[config.mk]
export PLATFORM = sky130hd
export DESIGN_NAME = move_collector_flat
export DESIGN_NICKNAME = d
export VERILOG_FILES = /design/src/rtl/move_collector_if.sv /design/src/rtl/move_collector.sv /design/src/flat_wrapper.sv
export SDC_FILE = /design/constraint.sdc
export NUM_CORES = 1
export LEC_CHECK = 0
export ABC_CLOCK_PERIOD_IN_PS = 4050
export CAP_MARGIN = 25
export CORE_MARGIN = 1
export CORE_UTILIZATION = 48
export CTS_BUF_LIST = sky130_fd_sc_hd__clkbuf_8
export CTS_CLUSTER_DIAMETER = 150
export CTS_CLUSTER_SIZE = 24
export DETAILED_ROUTE_END_ITERATION = 8
export PLACE_DENSITY = 0.83
export RECOVER_POWER = 50
export SLEW_MARGIN = 25
export SYNTH_ARGS = -nofsm -noshare
export SYNTH_HDL_FRONTEND = slang
export SYNTH_SLANG_ARGS = --single-unit
[constraint.sdc]
create_clock -name clk -period 4.05 [get_ports clk]
set_input_delay 0.81 -clock clk [delete_from_list [all_inputs] [get_ports clk]]
set_output_delay 0.81 -clock clk [all_outputs]
set_load 0.005 [all_outputs]
[src/rtl/move_collector_if.sv]
// Bundle between the move collector, the 64-square generator array and the
// downstream move consumer. master = collector side, slave = array/consumer side.
interface move_collector_if #(
    parameter int NUM_SQ = 64,
    parameter int MOVE_W = 19,
    parameter int FIFO_W = 160
);
    localparam int SEL_W = $clog2(NUM_SQ);

    logic                start;
    logic                busy;
    logic                gen_done;
    logic                timeout;
    logic [8:0]          move_count;
    logic                sq_reset;
    logic [NUM_SQ-1:0]   sq_done;
    logic [NUM_SQ-1:0]   sq_fifo_empty;
    logic [SEL_W-1:0]    sq_sel;
    logic [NUM_SQ-1:0]   sq_rden;
    logic [FIFO_W-1:0]   sq_fifo_q;
    logic                mv_valid;
    logic [MOVE_W-1:0]   mv_data;
    logic                mv_ready;

    modport master (
        input  start, sq_done, sq_fifo_empty, sq_fifo_q, mv_ready,
        output busy, gen_done, timeout, move_count, sq_reset, sq_sel, sq_rden,
               mv_valid, mv_data
    );

    modport slave (
        output start, sq_done, sq_fifo_empty, sq_fifo_q, mv_ready,
        input  busy, gen_done, timeout, move_count, sq_reset, sq_sel, sq_rden,
               mv_valid, mv_data
    );
endinterface

[src/rtl/move_collector.sv]
// Runs one ply of move generation: resets the square array, waits for done
// (with watchdog), then drains every square FIFO and streams the valid moves.
module move_collector #(
    parameter int NUM_SQ   = 64,
    parameter int MOVE_W   = 19,
    parameter int SLOTS    = 8,
    parameter int FIFO_W   = 160,
    parameter int WAIT_MAX = 32
) (
    input  logic           clk,
    input  logic           reset_n,
    move_collector_if.master bus
);
    localparam int SEL_W     = $clog2(NUM_SQ);
    localparam int SLOT_W    = $clog2(SLOTS);
    localparam int WD_W      = $clog2(WAIT_MAX);
    localparam int WORD_W    = MOVE_W * SLOTS;
    localparam int STALE_CYC = 2;
    localparam logic [SEL_W-1:0]  SEL_LAST  = SEL_W'(NUM_SQ - 1);
    localparam logic [SLOT_W-1:0] SLOT_LAST = SLOT_W'(SLOTS - 1);
    localparam logic [WD_W-1:0]   WD_LAST   = WD_W'(WAIT_MAX - 1);
    localparam logic [NUM_SQ-1:0] SQ_ONE    = {{(NUM_SQ-1){1'b0}}, 1'b1};

    typedef enum logic [2:0] {
        S_IDLE, S_RST, S_WAIT, S_SCAN, S_READ, S_LATCH, S_EMIT, S_FIN
    } state_t;

    state_t                          r_state, w_state_nxt;
    logic [SEL_W-1:0]                r_sel, w_sel_nxt;
    logic [SLOT_W-1:0]               r_slot, w_slot_nxt;
    logic [SLOTS-1:0][MOVE_W-1:0]    r_word, w_word_nxt;
    logic [WD_W-1:0]                 r_wd, w_wd_nxt;
    logic                            r_timeout, w_timeout_nxt;
    logic [8:0]                      r_count, w_count_nxt;
    logic                            r_busy, r_gen_done, r_sq_reset, r_mv_valid;
    logic [NUM_SQ-1:0]               r_rden;
    logic [MOVE_W-1:0]               r_mv_data;
    logic [MOVE_W-1:0]               w_move_nxt;
    logic                            w_emit_nxt;
    logic                            w_advance;
    logic                            w_unused_hi;

    assign w_unused_hi = ^bus.sq_fifo_q[FIFO_W-1:WORD_W];

    // Next-state and datapath update for the sequencing FSM
    always_comb begin
        w_state_nxt   = r_state;
        w_sel_nxt     = r_sel;
        w_slot_nxt    = r_slot;
        w_word_nxt    = r_word;
        w_wd_nxt      = r_wd;
        w_timeout_nxt = r_timeout;
        w_count_nxt   = r_count;
        w_advance     = !r_mv_valid || bus.mv_ready;
        case (r_state)
            S_IDLE: begin
                if (bus.start) begin
                    w_state_nxt   = S_RST;
                    w_timeout_nxt = 1'b0;
                    w_count_nxt   = 9'd0;
                end else begin
                    w_state_nxt = S_IDLE;
                end
            end
            S_RST: begin
                w_wd_nxt    = '0;
                w_state_nxt = S_WAIT;
            end
            S_WAIT: begin
                // Done flags are stale for the first cycles after the array reset
                if ((r_wd >= WD_W'(STALE_CYC)) && (&bus.sq_done)) begin
                    w_state_nxt = S_SCAN;
                    w_sel_nxt   = '0;
                end else if (r_wd == WD_LAST) begin
                    w_timeout_nxt = 1'b1;
                    w_state_nxt   = S_SCAN;
                    w_sel_nxt     = '0;
                end else begin
                    w_wd_nxt = r_wd + WD_W'(1);
                end
            end
            S_SCAN: begin
                if (!bus.sq_fifo_empty[r_sel]) begin
                    w_state_nxt = S_READ;
                end else if (r_sel != SEL_LAST) begin
                    w_sel_nxt = r_sel + SEL_W'(1);
                end else begin
                    w_state_nxt = S_FIN;
                end
            end
            S_READ:  w_state_nxt = S_LATCH;
            S_LATCH: begin
                w_word_nxt  = bus.sq_fifo_q[WORD_W-1:0];
                w_slot_nxt  = SLOT_LAST;
                w_state_nxt = S_EMIT;
            end
            S_EMIT: begin
                if (w_advance) begin
                    if (r_mv_valid && (r_count != 9'h1FF)) begin
                        w_count_nxt = r_count + 9'd1;
                    end else begin
                        w_count_nxt = r_count;
                    end
                    if (r_slot == '0) begin
                        w_state_nxt = S_SCAN;
                    end else begin
                        w_slot_nxt = r_slot - SLOT_W'(1);
                    end
                end else begin
                    w_state_nxt = S_EMIT;
                end
            end
            S_FIN:   w_state_nxt = S_IDLE;
            default: w_state_nxt = S_IDLE;
        endcase
    end

    assign w_move_nxt = w_word_nxt[w_slot_nxt];
    assign w_emit_nxt = (w_state_nxt == S_EMIT) && !w_move_nxt[MOVE_W-1];

    // State and datapath registers
    always_ff @(posedge clk or negedge reset_n) begin
        if (!reset_n) begin
            r_state   <= S_IDLE;
            r_sel     <= '0;
            r_slot    <= '0;
            r_word    <= '0;
            r_wd      <= '0;
            r_timeout <= 1'b0;
            r_count   <= 9'd0;
        end else begin
            r_state   <= w_state_nxt;
            r_sel     <= w_sel_nxt;
            r_slot    <= w_slot_nxt;
            r_word    <= w_word_nxt;
            r_wd      <= w_wd_nxt;
            r_timeout <= w_timeout_nxt;
            r_count   <= w_count_nxt;
        end
    end

    // Outputs registered from the next state so they line up with the state they belong to
    always_ff @(posedge clk or negedge reset_n) begin
        if (!reset_n) begin
            r_busy     <= 1'b0;
            r_sq_reset <= 1'b0;
            r_gen_done <= 1'b0;
            r_rden     <= '0;
            r_mv_valid <= 1'b0;
            r_mv_data  <= '0;
        end else begin
            r_busy     <= (w_state_nxt != S_IDLE);
            r_sq_reset <= (w_state_nxt == S_RST);
            r_gen_done <= (w_state_nxt == S_FIN);
            r_rden     <= (w_state_nxt == S_READ) ? (SQ_ONE << w_sel_nxt) : '0;
            r_mv_valid <= w_emit_nxt;
            r_mv_data  <= w_emit_nxt ? w_move_nxt : '0;
        end
    end

    assign bus.busy       = r_busy;
    assign bus.gen_done   = r_gen_done;
    assign bus.timeout    = r_timeout;
    assign bus.move_count = r_count;
    assign bus.sq_reset   = r_sq_reset;
    assign bus.sq_sel     = r_sel;
    assign bus.sq_rden    = r_rden;
    assign bus.mv_valid   = r_mv_valid;
    assign bus.mv_data    = r_mv_data;
endmodule

[src/flat_wrapper.sv]
// flat-port wrapper written by rule: the top's interface ports become plain ports
module move_collector_flat 
#(
    parameter int NUM_SQ   = 64,
    parameter int MOVE_W   = 19,
    parameter int SLOTS    = 8,
    parameter int FIFO_W   = 160,
    parameter int WAIT_MAX = 32
)
  (clk, reset_n, bus_start, bus_sq_done, bus_sq_fifo_empty, bus_sq_fifo_q, bus_mv_ready, bus_busy, bus_gen_done, bus_timeout, bus_move_count, bus_sq_reset, bus_sq_sel, bus_sq_rden, bus_mv_valid, bus_mv_data);
  move_collector_if #(.NUM_SQ(NUM_SQ), .MOVE_W(MOVE_W), .FIFO_W(FIFO_W)) bus_i ();
  input  logic clk;
  input  logic reset_n;
  input wire logic [$bits(bus_i.start)-1:0] bus_start;
  input wire logic [$bits(bus_i.sq_done)-1:0] bus_sq_done;
  input wire logic [$bits(bus_i.sq_fifo_empty)-1:0] bus_sq_fifo_empty;
  input wire logic [$bits(bus_i.sq_fifo_q)-1:0] bus_sq_fifo_q;
  input wire logic [$bits(bus_i.mv_ready)-1:0] bus_mv_ready;
  output wire logic [$bits(bus_i.busy)-1:0] bus_busy;
  output wire logic [$bits(bus_i.gen_done)-1:0] bus_gen_done;
  output wire logic [$bits(bus_i.timeout)-1:0] bus_timeout;
  output wire logic [$bits(bus_i.move_count)-1:0] bus_move_count;
  output wire logic [$bits(bus_i.sq_reset)-1:0] bus_sq_reset;
  output wire logic [$bits(bus_i.sq_sel)-1:0] bus_sq_sel;
  output wire logic [$bits(bus_i.sq_rden)-1:0] bus_sq_rden;
  output wire logic [$bits(bus_i.mv_valid)-1:0] bus_mv_valid;
  output wire logic [$bits(bus_i.mv_data)-1:0] bus_mv_data;
  assign bus_i.start = bus_start;
  assign bus_i.sq_done = bus_sq_done;
  assign bus_i.sq_fifo_empty = bus_sq_fifo_empty;
  assign bus_i.sq_fifo_q = bus_sq_fifo_q;
  assign bus_i.mv_ready = bus_mv_ready;
  assign bus_busy = bus_i.busy;
  assign bus_gen_done = bus_i.gen_done;
  assign bus_timeout = bus_i.timeout;
  assign bus_move_count = bus_i.move_count;
  assign bus_sq_reset = bus_i.sq_reset;
  assign bus_sq_sel = bus_i.sq_sel;
  assign bus_sq_rden = bus_i.sq_rden;
  assign bus_mv_valid = bus_i.mv_valid;
  assign bus_mv_data = bus_i.mv_data;
  move_collector #(.NUM_SQ(NUM_SQ), .MOVE_W(MOVE_W), .SLOTS(SLOTS), .FIFO_W(FIFO_W), .WAIT_MAX(WAIT_MAX)) u_core (.clk(clk), .reset_n(reset_n), .bus(bus_i));
endmodule
==> metrics.txt <==
setup TNS 0 ns; htree depth 1; syn nets 1518; Die H 161 um; Psw 3.84 mW; fin crit share 86.2%; pin count of the biggest net entering global routing 118; data arrival time of the worst path 3.96 ns; Rel. slew slack -97.5%; ratio of cells with drive above 1 in the final layout 7.66%; Crit-path slowest cell or4b_1; count leader, synth nand2_1; first-pass GRT wire length 55100 um; Avg Inst Size Synth 9.98 um^2; ys async rst share 100%; M1 wire length 13700 um; DRT antenna net count 0; largest stage delay on the critical path 0.60 ns; combinational share of power 49.1%; post-synthesis cell type with the largest combined area dfrtp_1; vias in the first global route 10451; Remaining DRCs 0; R2R cell count 10; status finished with violations; Hold Crit Start u_core.r_word[119]; critical path's top delay family compound AO/OA/AOI/OAI gates; hold endpoint u_core.r_word[119]; Seq pwr share 39.2%; Clock Power Share 11.7%; Cell Area, Synth 0.0122 mm^2; initial cell density of the core 49.4%; Final GP Congestion 0.879; clk_lat worst skew 0.54 ns; minimum clock period 3.49 ns; reg2reg end u_core.bus.sq_rden[39]; Post-synth top flop dfrtp_1; crit-path cells buf_12, mux4_2, a22o_1, a211o_1, a22o_1, nand2_1, a221oi_2, buf_4, or4b_1, nor2_1; GRT Total Usage 27.0%; area of the multi-input gates 0.00512 mm^2; Initial DRC Count 612; Commonest cells post-synth 467 x nand2_1, 266 x dfrtp_1, 73 x nor2_1; MaxCap Viol Count 1; hold_ws 0.479 ns; CTS resizes 0; Final setup viols 0; register bit total from synthesis 266; WP buf/inv 2; Critical R2R Launch u_core.bus.sq_sel[0]; synthesis-to-layout area growth 37.0%; share of the synthesized area in the top cell type 54.8%; CTS tree built; Sequential Area 0.00666 mm^2; clock root cell clkbuf_8; # port buffers 386; Syn Inst Count 1218; Power Dens Cells 604 mW/mm^2; clock skew 0.0433 ns; FF-to-FF setup slack 0.56 ns; met2 wire length 17000 um; Distinct cells, synth 68; Switching Share 38.2%; Slew @ Worst Pin 2.96 ns; Req. time, crit path 4.52 ns; CTS clock-pin slew for the worst setup and hold paths 0.14 ns; Setup crit end kind flop; Seq/Total Area, Yosys 54.8%; worst vdd ir 410 uV; most used cell, CP a22o_1; WL/cell 18.3 um; top sig layer met5; core area 0.0246 mm^2; hold_buf cts 0; failing checks capacitance limit, slew limit; CTS max path bufs 3; crit path max fanout 18; Routed met3 length 3100 um; Rows 57; crit start category flop; Pint 6.22 mW; fillers 1851; initial antenna violation count 5; Die X 161 um; leakage 7.84 nW; DIE AREA 0.0260 mm^2; Area contributors post-synth dfrtp_1 55%, nand2_1 14%, mux4_2 5.4%; Post-CTS Setup Bufs 0; Hold Crit Class flop to flop; Detailed Place HPWL 25500 um; f_max 287 MHz; clock sink total 266; drt total wl 34900 um; I/O pin count 395; RSZ-0062 raised after global routing no; DR pass1 iterations 5; Hold Crit Depth 2; DR vias/cell 5.33; YS warnings 0; Fin. Hold Viols 0; fin nets 1880; Crit Path Class flop to flop; Max Slew Vio Count 117; via count 10165; Inserted Clock Buffers 15; GRT overflow 0; number of synthesized flops with an enable pin 0
-- per-stage QoR --
| stage | utilization, % | area [um^2] | power (mW) | setup slack (ns) | cells |
|---|---|---|---|---|---|
| finish | 67.7 | 16700 | 10.1 | 0.561 | 1906 |
| global route | 67.7 | 16700 | 10.7 | 0.358 | 1905 |
| CTS | 67.8 | 16700 | 10.1 | 0.565 | 1904 |
| detailed placement | 66.8 | 16400 | 8.97 | 0.0989 | 1887 |
| global placement | 66.8 | 16400 | 8.81 | 0.148 | 1887 |
| floorplan | - | 12200 | 7.28 | 0.912 | 1218 |
-- cell families after synthesis --
logic type,Yosys count,synth area share (%)
other cells,1,0.0309
simple gates,649,22.9
mux,91,10.6
compound gates,110,7.14
fa+ha+maj,8,0.824
buf+inv,86,3.22
xor+xnor,7,0.504
flops,266,54.8
-- worst max path at each step --
stage | startpoint | end | slack, ns | cells after the start
2_1_floorplan | bus_sq_fifo_empty[3] | u_core.bus.sq_rden[36] | 0.91 | 11
3_3_place_gp | bus_mv_ready | u_core.bus.mv_data[9] | 0.15 | 9
3_5_place_dp | bus_mv_ready | u_core.bus.mv_data[10] | 0.1 | 11
4_1_cts | u_core.bus.sq_sel[0] | u_core.bus.sq_rden[39] | 0.57 | 10
5_1_grt | u_core.r_state[0] | u_core.bus.mv_data[10] | 0.36 | 11
6_report | u_core.bus.sq_sel[0] | u_core.bus.sq_rden[39] | 0.56 | 10
-- sequential cells by signal (all words and copies together) (netlist names), 3 cells and up --
signal                 count
u_core.bus.mv_data        19
u_core.bus.sq_sel          6
u_core.r_word            152
u_core.r_slot              3
u_core.r_wd                5
u_core.r_state             3
u_core.bus.sq_rden        64
u_core.bus.move_count      9
-- power groups by stage --
stage	Clock [mW]	Combinational, mW	Sequential, mW
after floorplan	0	3.42	3.86
after global placement	0	4.85	3.96
after detailed placement	0	4.96	4.01
after CTS	1.21	4.99	3.95
after global routing	1.29	5.40	4.04
final	1.18	4.94	3.95
-- area by class of cell --
type / instances / share of cell area, %
Antenna cell: 2 / 0.0300
Clock buffer: 15 / 1.24
Clock inverter: 2 / 0.225
Inverter: 13 / 0.300
Multi-Input combinational cell: 866 / 30.8
Sequential cell: 266 / 40.0
Tap cell: 324 / 2.43
Timing Repair Buffer: 418 / 25.1
-- cell usage in the layout, fill, tap and decap left out, drive strengths merged, types with 3 or more instances in the layout --
cell	count
o21ai	18
dlygate4sd3	3
a22oi	4
nand3	6
mux4	29
buf	30
and2	3
a21o	15
a21oi	15
clkbuf	18
nor3b	4
nor4	5
o211ai	12
inv	12
nand4b	7
nor3	5
xor2	6
mux2	10
a22o	5
or2	9
nor2b	5
dfrtp	266
and3b	3
a31oi	4
nand4	25
a211oi	3
a221oi	4
mux2i	52
nand2	467
o211a	18
clkdlybuf4s50	382
and3	7
nand4bb	6
nor2	83
ha	8
a211o	3
nand2b	3
-- worst reg2reg max path: stages (launching register included) --
cell      delay, ns
dfrtp_1        0.57
buf_12         0.22
mux4_2         0.52
a22o_1         0.26
a211o_1        0.33
a22o_1         0.32
nand2_1        0.18
a221oi_2       0.09
buf_4          0.21
or4b_1         0.61
nor2_1         0.12
-- per-layer routing --
metal	vias to the layer above	global-route usage [%]
met2	376	46.0
met4	8	7.63
li1	4782	-
met3	61	8.32
met5	-	0
met1	4938	33.2
Power figures use the tool's default switching activity.
